==> src/rtl/mod_exp_pkg.sv <==
// rtl/mod_exp_pkg.sv - shared FSM states, error codes and multiplier timing for mod_exp_engine
package mod_exp_pkg;

   typedef enum logic [2:0] {
      IDLE   = 3'd0,
      CHECK  = 3'd1,
      SQR    = 3'd2,
      MUL    = 3'd3,
      FINISH = 3'd4
   } state_e;

   typedef enum logic [1:0] {
      ERR_NONE       = 2'd0,
      ERR_MOD_ZERO   = 2'd1,
      ERR_BASE_RANGE = 2'd2
   } err_code_e;

   // Clock cycles one modular multiply occupies, load cycle included.
   function automatic int mul_cycles(input int width);
      return width + 1;
   endfunction

endpackage

==> src/rtl/mod_exp_engine_mul.sv <==
// rtl/mod_exp_engine_mul.sv - sequential interleaved modular multiplier (mod_mul), one product bit per cycle
module mod_mul
   import mod_exp_pkg::*;
#(
   parameter int WIDTH = 32,
   parameter int CNT_W = $clog2(WIDTH + 1)
) (
   input  logic             clk,
   input  logic             rst,
   input  logic             start,
   input  logic [WIDTH-1:0] a,
   input  logic [WIDTH-1:0] b,
   input  logic [WIDTH-1:0] m,
   output logic             done,
   output logic [WIDTH-1:0] p
);

   localparam int STEPS = mul_cycles(WIDTH) - 1;

   logic [WIDTH-1:0] a_q, b_q, m_q, p_q, p_d;
   logic [CNT_W-1:0] cnt_q;
   logic             run_q, done_q;
   logic [WIDTH:0]   dbl, dbl_red, sum, sum_red;

   // p < m and a < m keep every intermediate below 2m, so WIDTH+1 bits suffice.
   always_comb begin
      dbl     = {p_q, 1'b0};
      dbl_red = (dbl >= {1'b0, m_q}) ? dbl - {1'b0, m_q} : dbl;
      sum     = dbl_red + (b_q[WIDTH-1] ? {1'b0, a_q} : '0);
      sum_red = (sum >= {1'b0, m_q}) ? sum - {1'b0, m_q} : sum;
      p_d     = WIDTH'(sum_red);
   end

   always_ff @(posedge clk) begin
      if (rst) begin
         a_q    <= '0;
         b_q    <= '0;
         m_q    <= '0;
         p_q    <= '0;
         cnt_q  <= '0;
         run_q  <= 1'b0;
         done_q <= 1'b0;
      end else begin
         done_q <= 1'b0;
         if (start) begin
            a_q   <= a;
            b_q   <= b;
            m_q   <= m;
            p_q   <= '0;
            cnt_q <= CNT_W'(STEPS);
            run_q <= 1'b1;
         end else if (run_q) begin
            p_q   <= p_d;
            b_q   <= b_q << 1;
            cnt_q <= cnt_q - CNT_W'(1);
            if (cnt_q == CNT_W'(1)) begin
               run_q  <= 1'b0;
               done_q <= 1'b1;
            end
         end
      end
   end

   assign done = done_q;
   assign p    = p_q;

endmodule

==> src/rtl/mod_exp_engine.sv <==
// rtl/mod_exp_engine.sv - MSB-first square-and-multiply modexp; MOD_EXP_CONST_TIME_EN forces a multiply per exponent bit
module mod_exp_engine
   import mod_exp_pkg::*;
#(
   parameter int WIDTH = 32,
   parameter int CNT_W = $clog2(WIDTH + 1)
) (
   input  logic             clk,
   input  logic             rst,
   input  logic             start,
   input  logic [WIDTH-1:0] base,
   input  logic [WIDTH-1:0] exponent,
   input  logic [WIDTH-1:0] modulus,
   output logic             busy,
   output logic             done,
   output logic             err,
   output logic [WIDTH-1:0] result
);

   state_e           state_q, state_d;
   err_code_e        err_code_q, err_code_d;
   logic [WIDTH-1:0] base_q, exp_q, mod_q;
   logic [WIDTH-1:0] acc_q, acc_d, result_q, result_d;
   logic [CNT_W-1:0] i_q, i_d;
   logic             done_q, done_d, err_q, err_d;
   logic             mul_start, mul_done;
   logic [WIDTH-1:0] mul_a, mul_b, mul_p;
   logic             exp_bit, last_bit, op_bad, op_one;

   assign exp_bit  = |(exp_q & (WIDTH'(1) << i_q));
   assign last_bit = (i_q == '0);
   assign op_bad   = (mod_q == '0) || (base_q >= mod_q);
   assign op_one   = (mod_q == WIDTH'(1));

   always_ff @(posedge clk) begin
      if (rst) state_q <= IDLE;
      else     state_q <= state_d;
   end

   always_comb begin
      state_d = state_q;
      case (state_q)
         IDLE:   if (start) state_d = CHECK;
         CHECK:  state_d = (op_bad || op_one) ? FINISH : SQR;
         SQR: if (mul_done) begin
`ifdef MOD_EXP_CONST_TIME_EN
            state_d = MUL;
`else
            if (exp_bit)       state_d = MUL;
            else if (last_bit) state_d = FINISH;
            else               state_d = SQR;
`endif
         end
         MUL:    if (mul_done) state_d = last_bit ? FINISH : SQR;
         FINISH: state_d = IDLE;
         default: state_d = IDLE;
      endcase
   end

   // Next operands are taken from acc_d so a new multiply starts in the same cycle the previous one retires.
   always_comb begin
      acc_d      = acc_q;
      i_d        = i_q;
      err_code_d = err_code_q;
      done_d     = 1'b0;
      err_d      = 1'b0;
      result_d   = result_q;
      mul_start  = 1'b0;
      case (state_q)
         IDLE: if (start) begin
            acc_d      = WIDTH'(1);
            i_d        = CNT_W'(WIDTH - 1);
            err_code_d = ERR_NONE;
         end
         CHECK: begin
            if (mod_q == '0)          err_code_d = ERR_MOD_ZERO;
            else if (base_q >= mod_q) err_code_d = ERR_BASE_RANGE;
            if (op_bad || op_one) acc_d = '0;
            mul_start = (state_d == SQR);
         end
         SQR: if (mul_done) begin
            acc_d     = mul_p;
            if (state_d == SQR) i_d = i_q - CNT_W'(1);
            mul_start = (state_d != FINISH);
         end
         MUL: if (mul_done) begin
`ifdef MOD_EXP_CONST_TIME_EN
            if (exp_bit) acc_d = mul_p;
`else
            acc_d = mul_p;
`endif
            if (state_d == SQR) i_d = i_q - CNT_W'(1);
            mul_start = (state_d == SQR);
         end
         FINISH: begin
            done_d   = 1'b1;
            err_d    = (err_code_q != ERR_NONE);
            result_d = acc_q;
         end
         default: ;
      endcase
      mul_a = acc_d;
      mul_b = (state_d == MUL) ? base_q : acc_d;
   end

   always_ff @(posedge clk) begin
      if (rst) begin
         base_q     <= '0;
         exp_q      <= '0;
         mod_q      <= '0;
         acc_q      <= '0;
         i_q        <= '0;
         err_code_q <= ERR_NONE;
         done_q     <= 1'b0;
         err_q      <= 1'b0;
         result_q   <= '0;
      end else begin
         if (state_q == IDLE && start) begin
            base_q <= base;
            exp_q  <= exponent;
            mod_q  <= modulus;
         end
         acc_q      <= acc_d;
         i_q        <= i_d;
         err_code_q <= err_code_d;
         done_q     <= done_d;
         err_q      <= err_d;
         result_q   <= result_d;
      end
   end

   mod_mul #(.WIDTH(WIDTH), .CNT_W(CNT_W)) u_mul (
      .clk   (clk),
      .rst   (rst),
      .start (mul_start),
      .a     (mul_a),
      .b     (mul_b),
      .m     (mod_q),
      .done  (mul_done),
      .p     (mul_p)
   );

   assign busy   = (state_q != IDLE);
   assign done   = done_q;
   assign err    = err_q;
   assign result = result_q;

endmodule

==> config.mk <==
export PLATFORM = sky130hd
export DESIGN_NAME = mod_exp_engine
export DESIGN_NICKNAME = d
export VERILOG_FILES = /design/src/rtl/mod_exp_pkg.sv /design/src/rtl/mod_exp_engine_mul.sv /design/src/rtl/mod_exp_engine.sv
export SDC_FILE = /design/constraint.sdc
export NUM_CORES = 1
export LEC_CHECK = 0
export ABC_AREA = 0
export BUFFER_PORTS_ARGS = -buffer_cell sky130_fd_sc_hd__buf_4
export CAP_MARGIN = 5
export CORE_ASPECT_RATIO = 0.7
export CORE_MARGIN = 5
export CORE_UTILIZATION = 55
export CTS_CLUSTER_DIAMETER = 150
export DETAILED_ROUTE_END_ITERATION = 16
export PLACE_DENSITY = 0.74
export SYNTH_ARGS = -nofsm -noshare
export SYNTH_HDL_FRONTEND = slang
export SYNTH_SLANG_ARGS = --single-unit
==> constraint.sdc <==
create_clock -name clk -period 8.7 [get_ports clk]
set_input_delay 0.87 -clock clk [delete_from_list [all_inputs] [get_ports clk]]
set_output_delay 0.87 -clock clk [all_outputs]
set_load 0.05 [all_outputs]
### Word level (Yosys, flattened, before mapping)

Cells that the tools add are included.

| storage, ports and cells | value |
|---|---|
| register bits | 309 |
| input port bits | 99 |
| output and inout port bits | 35 |
| logic and storage cells | 96 |

| cells by class | value |
|---|---|
| add/sub/neg operators | 5 |
| magnitude comparators | 3 |
| eq/ne operators | 13 |
| shifts and indexed selects | 1 |
| mux-type cells | 35 |
| bitwise operators | 3 |
| reduce and logical (&&, ||, !) cells | 18 |

Operators by type and width:

| operator | number |
|---|---|
| $mux W32 | 8 |
| $pmux W32 S3 | 1 |
| $ge A33 B32 Y1 | 2 |
| $add A33 B32 Y33 | 1 |
| $mux W33 | 1 |
| $sub A33 B32 Y33 | 1 |
| $and A32 B32 Y32 | 1 |
| $eq A32 B1 Y1 const B | 1 |
| $ge A32 B32 Y1 | 1 |
| $logic_not A32 Y1 | 1 |
| $reduce_or A32 Y1 | 1 |
| $shl A1 B6 Y32 const A | 1 |
| $sub A32 B32 Y32 | 1 |
| $mux W6 | 5 |
| $mux W3 | 6 |
| $eq A3 B2 Y1 const B | 4 |
| $pmux W3 S4 | 1 |
| $pmux W6 S2 | 1 |
| $sub A6 B1 Y6 const B | 2 |
| $reduce_bool A2 Y1 | 4 |
| $mux W1 | 7 |
| $eq A6 B1 Y1 const B | 1 |
| $logic_not A6 Y1 | 1 |
| $mux W2 | 3 |
| 16 further kinds | 22 |

### Depth between registers and ports, before layout

Gate-level depths: netlist of the first run.

| depth | value |
|---|---|
| depth in word-level cells | 10 |
| gate-level depth with buffers | 36 |
| gate-level depth less buffers | 34 |

### Hierarchy

Synthesis of the first run repeated with hierarchy kept, for this count alone.

| unflattened totals | value |
|---|---|
| cell total of the unflattened synthesis | 2515 |
| area, all modules | 19228.4 um^2 |

By module, submodules not included:

| module | instances | cells an instance | area each (um^2) | sequential area each (um^2) |
|---|---|---|---|---|
| mod_mul | 1 | 1467 | 11268.3 | 2722.6 |
| mod_exp_engine | 1 | 1048 | 7960.1 | 3463.3 |

### Worst setup path before layout of the first run

OpenSTA, ideal clock, no wires.

| timing path | value |
|---|---|
| path type | flip-flop to flip-flop |
| start point | reg u_mul.m_q[11] |
| end point | reg u_mul.p_q[0], in the netlist u_mul.p[0] |
| library setup time | 0.070 ns |
| arrival time | 7.112 ns |
| required time | 8.630 ns |
| slack | 1.518 ns |
| stages on the path, launching flop included | 33 |
| buffers on the path | 3 |
| period minus slack after synthesis | 7.182 ns |
| path through | dfxtp_1 inv_1 ha_1 nand4_1 nor3_2 o311ai_1 a211oi_2 nor3_2 o31a_1 o21ai_2 clkbuf_1 mux2_2 ha_1 a21o_1 a21o_1 a32oi_1 o221ai_1 a31o_2 a211o_1 a21oi_1 xnor2_1 ha_1 or3_1 o2111ai_1 a21oi_1 a211o_1 a22oi_1 nand2_1 or3_1 clkbuf_1 buf_6 a211o_1 a21oi_1 |

| on the way | value |
|---|---|
| cells in the longest elaborated chain, start to end | 5 |
| elaborated cells between the ends (all ways) | 7 |
| those cells by class | 3 x add/sub; 2 x order compare; 2 x mux |

Ends and longest elaborated chain:

| item | RTL line | source |
|---|---|---|
| from (decl) | mod_exp_engine_mul.sv:20 | `logic [WIDTH-1:0] a_q, b_q, m_q, p_q, p_d;` |
| from (signal assigned) | mod_exp_engine_mul.sv:48 | `m_q <= m;` |
| $sub A33 B32 Y33 or $ge A33 B32 Y1 (tied branches) | mod_exp_engine_mul.sv:28 | `dbl_red = (dbl >= {1'b0, m_q}) ? dbl - {1'b0, m_q} : dbl;` |
| $mux W33 | mod_exp_engine_mul.sv:28 |  |
| $add A33 B32 Y33 | mod_exp_engine_mul.sv:29 | `sum = dbl_red + (b_q[WIDTH-1] ? {1'b0, a_q} : '0);` |
| $ge A33 B32 Y1 or $sub A32 B32 Y32 (tied branches) | mod_exp_engine_mul.sv:30 | `sum_red = (sum >= {1'b0, m_q}) ? sum - {1'b0, m_q} : sum;` |
| $mux W32 (*) | mod_exp_engine_mul.sv:30 |  |
| to (signal assigned) | mod_exp_engine_mul.sv:53 | `p_q <= p_d;` |
| to (decl) | mod_exp_engine_mul.sv:20 |  |

Mark *: on every way between the ends. The rest lies on a longest branch, timed or not.
A chain may end at the register's enable or synchronous reset.

### Worst setup path after layout of the first run

| timing path | value |
|---|---|
| start point | reg u_mul.m_q[10] |
| end point | reg u_mul.p_q[0], in the netlist u_mul.p[0] |

Same word-level chain as after synthesis.

==> impl_metrics.json, run 1 <==
{
  "synthesis.nets": 2521,
  "gp_congestion": 1.07,
  "rsz0062_at_grt": "false",
  "avgSynthCellArea_sq_um": 7.87,
  "path_max_fanout": 30,
  "synthCells": 2284,
  "setup_violations": 0,
  "netlist_area_sq_um": 18000,
  "antenna_found_initial": 0,
  "worstMarginPinSlew_ns": 1.17,
  "synth_cell_types": 73,
  "drt_pass1_iterations": 5,
  "insertion_delay_ns": 0.57,
  "ys_ff_latch": 309,
  "portBuffers": 133,
  "core-area_sq_um": 32300,
  "crit_slowest_cell": "a311oi_1",
  "dpl.hpwl_mm": 40.1,
  "cp-start-kind": "flop",
  "root_buffer": "clkbuf_16",
  "status": "complete, no violations",
  "remaining_drc_errors": 0,
  "fp.dieW_um": 226,
  "layout_common_cells": "nand2_1, dfxtp_1, a21oi_1",
  "yosysWarnings": 0,
  "period_share_pct": 95.2,
  "tns_ns": 0,
  "clockBufferDepth": 3,
  "drtIter0Drc": 1587,
  "die_h_um": 161,
  "htree_levels": 1,
  "io_pins": 134,
  "final_nets": 2577,
  "grt.overflow.total": 0,
  "critPathKind": "flop to flop",
  "synth-main-ff-cell": "dfxtp_1",
  "initial_core_util_pct": 55.7,
  "wire_per_inst_um": 19.7,
  "slew_headroom_pct": 22.2,
  "fin_skew_ns": 0.0162,
  "synthToLayoutAreaGrowth_pct": 12.4,
  "via_count": 16992,
  "period_minus_slack_ns": 8.28,
  "min_path_type": "flop to flop",
  "ant_nets": 0,
  "grt_pass1_vias": 15492,
  "clk_pin_slew_worst_paths_ns": 0.07,
  "clock_sinks": 309,
  "synth_edf_count": 0,
  "fmax_ghz": 0.121,
  "fillers": 2826,
  "drt_wl_total_mm": 55.0,
  "grt_usage_pct": 28.3,
  "worstPathRequired_ns": 9.18,
  "finalHoldViolCount": 0,
  "numCtsBuffers": 30,
  "maxCapViolations": 0,
  "async_flop_share_pct": 0,
  "critical_path.endpoint_type": "flop",
  "critical_path_arrival_ns": 8.76,
  "hold_ws_ns": 0.454,
  "slew_viol_final": 0,
  "grt_max_degree": 197,
  "viasPerCell": 6.09,
  "ys_seq_area_share_pct": 34.4,
  "cts_tree": "done",
  "die-area_sq_um": 36500,
  "postCtsHoldBufs": 0,
  "rows": 55,
  "drive_gt1_share_pct": 10.1,
  "critical_path.max_stage_delay_ns": 0.46,
  "grt_pass1_wl_mm": 84.3,
  "final_common_cell": "nand2_1"
}
[cell families after synthesis]
logic type | synth area share, %
flops | 34.4
fa+ha+maj | 9.73
buf+inv | 4.80
simple gates | 18.5
xor+xnor | 4.34
compound gates | 24.0
mux | 4.22
[routing by layer]
layer | GRT usage [%] | wire length (um)
met1 | 39.9 | 24300
met2 | 45.1 | 24700
met3 | 4.34 | 4250
met4 | 8.55 | 1730
met5 | 0 | 0
[path summary, 6_finish.rpt]
check	start	to	slack, ns	cells past startpoint
min	acc_q[25]$_SDFF_PP0_	result[25]$_SDFFE_PP0P_	0.45	2
min reg2reg	acc_q[25]$_SDFF_PP0_	result[25]$_SDFFE_PP0P_	0.45	2
max	u_mul.m_q[10]$_SDFFE_PP0P_	u_mul.p[0]$_SDFFE_PP0P_	0.42	30
max reg2reg	u_mul.m_q[10]$_SDFFE_PP0P_	u_mul.p[0]$_SDFFE_PP0P_	0.42	30
[worst max-delay path, delay by kind of cell (launching register included)]
family                     cells  cell delay, ns
adders and majority gates      3            0.98
AOI/OAI and AO/OA             15            4.24
buffers and inverters          2            0.38
and+or+nand+nor                8            1.73
xor gates and xnor gates       1            0.12
muxes                          1            0.38
DFF                            1            0.32
[cells in the mapped netlist, drive strengths merged, types with 4 or more instances]
master   count  area share [%]
a2111oi      4            0.19
a211o        6            0.29
a211oi      53             2.2
a21o        57             2.4
a21oi      301             8.4
a221oi       6            0.33
a22o         5            0.24
a22oi       33             1.4
a311oi       6            0.29
a31oi        9            0.31
a41oi       35             1.7
and2        40             1.4
and3        12            0.42
and4         5            0.24
buf         11            0.29
clkbuf     118             2.5
dfxtp      309              34
ha         135             9.4
inv         98             2.0
mux2        12            0.75
mux2i       60             3.3
nand2      316             6.6
nand2b      16            0.56
nand3       18            0.50
nand4       17            0.59
nor2       220             4.6
nor2b       14            0.49
nor3        61             1.8
nor4        12            0.42
o211ai       4            0.17
o21a        21            0.88
o21ai      105             2.9
o21bai       9            0.38
o31a         5            0.24
o31ai        5            0.21
or2          4            0.14
or3         13            0.45
xnor2       57             2.8
xor2        32             1.6
[final cells by class]
cell class,count,area (sq um),area share [%]
flip-flops and latches,309,6190,30.6
diodes,1,2.50,0.0124
well taps,427,534,2.64
multi-input cells,1749,11000,54.4
repair buffers,152,1160,5.76
clock inverters,14,139,0.687
clock buffers,39,826,4.08
inverters,98,368,1.82
[metrics by stage]
stage	util, %	instance area (sq um)	setup slack (ns)	std cells
finish	62.6	20200	0.421	2789
global route	62.6	20200	0.0479	2788
CTS	62.5	20200	0.462	2784
detailed placement	59.5	19200	0.510	2731
global placement	59.5	19200	0.648	2731
floorplan	-	18000	1.52	2284
[what timing repair did]
item,4_1_cts,5_1_grt
endpoints found under the setup margin,0,2
resized for setup,0,4
buffers inserted,0,3
Power of run 1 is not shown: default switching activity piles up to over one toggle a cycle in this logic, so the estimate is an artifact.
==> inputs of run 2 (changes only) <==
--- a/config.mk
+++ b/config.mk
@@ -5,7 +5,7 @@
 export SDC_FILE = /design/constraint.sdc
 export NUM_CORES = 1
 export LEC_CHECK = 0
-export ABC_AREA = 0
+export ABC_AREA = 1
 export BUFFER_PORTS_ARGS = -buffer_cell sky130_fd_sc_hd__buf_4
 export CAP_MARGIN = 5
 export CORE_ASPECT_RATIO = 0.7
==> run 2 against run 1 <==
  * Non-clock buffer count down 2
  * Worst setup slack worse by 0.11 ns
  * First-iteration DRC count rose by 110%
  * Die area rose by 9.9%
  * Worst hold slack lost 0.0025 ns
  * Synthesized cell count increased by 35%
  * Register-to-register slack got worse by 0.11 ns
  * Via count up 27%
  * Final area increased by 9.2%
  * Critical path depth unchanged
==> impl_metrics.json, run 2 <==
{
  "status": "complete, no violations",
  "period_share_pct": 96.4,
  "layout_common_cells": "nand2_1, nor2_1, inv_1",
  "drt-met1-wl_mm": 34.1,
  "fin_skew_ns": 0.0118,
  "critical_path_arrival_ns": 8.79,
  "ant_nets": 0,
  "root_buffer": "clkbuf_16",
  "drt_pass1_iterations": 9,
  "drive_gt1_share_pct": 7.56,
  "synth_cell_types": 46,
  "tns_ns": 0,
  "critical_path.max_stage_delay_ns": 1.06,
  "path_common_cell": "nand2_1",
  "grt_max_degree": 121,
  "viasPerCell": 5.95,
  "ys_ff_latch": 309,
  "netlist_area_sq_um": 19900,
  "clk_pin_slew_worst_paths_ns": 0.07,
  "period_minus_slack_ns": 8.39,
  "io_pins": 134,
  "rows": 58,
  "fp.dieW_um": 237,
  "setup_violations": 0,
  "synthesis.nets": 3316,
  "die-area_sq_um": 40100,
  "drt_wl_total_mm": 77.1,
  "synth_area_leader_cell": "dfxtp_1",
  "worstPathRequired_ns": 9.11,
  "fmax_ghz": 0.119,
  "gp_congestion": 1.08,
  "grt_pass1_vias": 19507,
  "portBuffers": 133,
  "core-area_sq_um": 35800,
  "synth_common_cells": "nand2_1, nor2_1, inv_1",
  "remaining_drc_errors": 0,
  "yosysWarnings": 0,
  "cts_tree": "done",
  "post_cts_buffers": 0,
  "synthCells": 3079,
  "grt.overflow.total": 0,
  "numCtsBuffers": 29,
  "top_layer": "met5",
  "wl_met2_mm": 28.5,
  "crit_slowest_cell": "nor4_1",
  "min_path_type": "flop to flop",
  "synth_edf_count": 0,
  "wl_met3_mm": 12.4,
  "cp-start-kind": "flop",
  "maxCapViolations": 0,
  "final_nets": 3365,
  "finalHoldViolCount": 0,
  "fillers": 3328,
  "ys_top_cells_by_area": "dfxtp_1, nand2_1, ha_1",
  "via_count": 21594,
  "antenna_found_initial": 3,
  "synth-main-ff-cell": "dfxtp_1",
  "synthToLayoutAreaGrowth_pct": 11.1,
  "critPathKind": "flop to flop",
  "avgSynthCellArea_sq_um": 6.45,
  "async_flop_share_pct": 0,
  "worstMarginPinSlew_ns": 1.24,
  "dpl.hpwl_mm": 59.9,
  "place_inst": 3577,
  "die_h_um": 169,
  "hold_ws_ns": 0.452,
  "fin_cells": 3631,
  "wire_per_inst_um": 21.2,
  "yosysMostFrequentCell": "nand2_1",
  "ys_seq_area_share_pct": 31.1,
  "htree_levels": 1,
  "slew_headroom_pct": 16.7,
  "clockBufferDepth": 3,
  "utilization_pct": 61.7,
  "regArea_sq_um": 6190,
  "drtIter0Drc": 3268,
  "clock_sinks": 309,
  "initial_core_util_pct": 55.5,
  "critical_path.endpoint_type": "flop",
  "yosysTopAreaCellShare_pct": 31.1,
  "cts_resized": 0,
  "slew_viol_final": 0,
  "grt_pass1_wl_mm": 116,
  "path_max_fanout": 32,
  "grt_usage_pct": 36.9,
  "insertion_delay_ns": 0.57,
  "rsz0062_at_grt": "false",
  "final_common_cell": "nand2_1",
  "postCtsHoldBufs": 0,
  "multi_input_area_sq_um": 11800
}
-- run 2: changes by cell type after synthesis, sizes merged, moves of 58 or more --
| cell | change |
|---|---|
| inv | +246 |
| mux2i | -58 |
| nand2 | +393 |
| nand3 | +148 |
| nor2 | +224 |
| o21ai | +204 |
-- run 2: area by class of cell --
class	instances	area share [%]
flip-flops and latches	309	28.0
multi-input cells	2294	53.3
diodes	1	0.0113
clock inverters	13	1.11
clock buffers	40	3.79
well taps	480	2.72
repair buffers	150	5.10
inverters	344	5.88
-- run 2: kinds of logic after synthesis --
group / Yosys count / share of synthesized area [%]
AO/OA/AOI/OAI: 668 / 17.9
XOR/XNOR: 79 / 3.48
adder cells (fa/ha/maj): 138 / 8.81
buffers and inverters: 476 / 9.63
flip-flops: 309 / 31.1
multiplexers: 2 / 0.101
AND/OR/NAND/NOR: 1407 / 28.9
-- run 2: routing by layer --
| metal | up-vias | GRT usage [%] |
|---|---|---|
| met4 | 8 | 8.45 |
| met2 | 1347 | 48.6 |
| met3 | 170 | 15.3 |
| met5 | - | 0 |
| met1 | 9978 | 55.3 |
| li1 | 10091 | - |
-- run 2: worst max-delay path: cells and delay by family, from the launching register on --
family | cells | cell delay (ns)
and+or+nand+nor | 19 | 4.14
AOI/OAI and AO/OA | 5 | 1.34
buffers and inverters | 2 | 0.51
DFF | 1 | 0.44
xor gates and xnor gates | 1 | 0.51
adders and majority gates | 3 | 1.22
-- run 2: per-stage QoR --
step           cell area (sq um)  setup WS [ns]
6_report                   22100          0.315
5_1_grt                    22100          0.160
4_1_cts                    22100           1.03
3_5_place_dp               21000           1.03
3_3_place_gp               21000           1.01
2_1_floorplan              19900           3.63
-- run 2: worst paths after layout --
check / cells after the start / startpoint / endpoint / slack, ns
max: 30 / u_mul.p[23]$_SDFFE_PP0P_ / u_mul.p[1]$_SDFFE_PP0P_ / 0.31
min: 2 / exp_q[15]$_SDFFE_PP0P_ / exp_q[15]$_SDFFE_PP0P_ / 0.45
max reg2reg: 30 / u_mul.p[23]$_SDFFE_PP0P_ / u_mul.p[1]$_SDFFE_PP0P_ / 0.31
min reg2reg: 2 / exp_q[15]$_SDFFE_PP0P_ / exp_q[15]$_SDFFE_PP0P_ / 0.45
Power of run 2 is left out for the same reason.
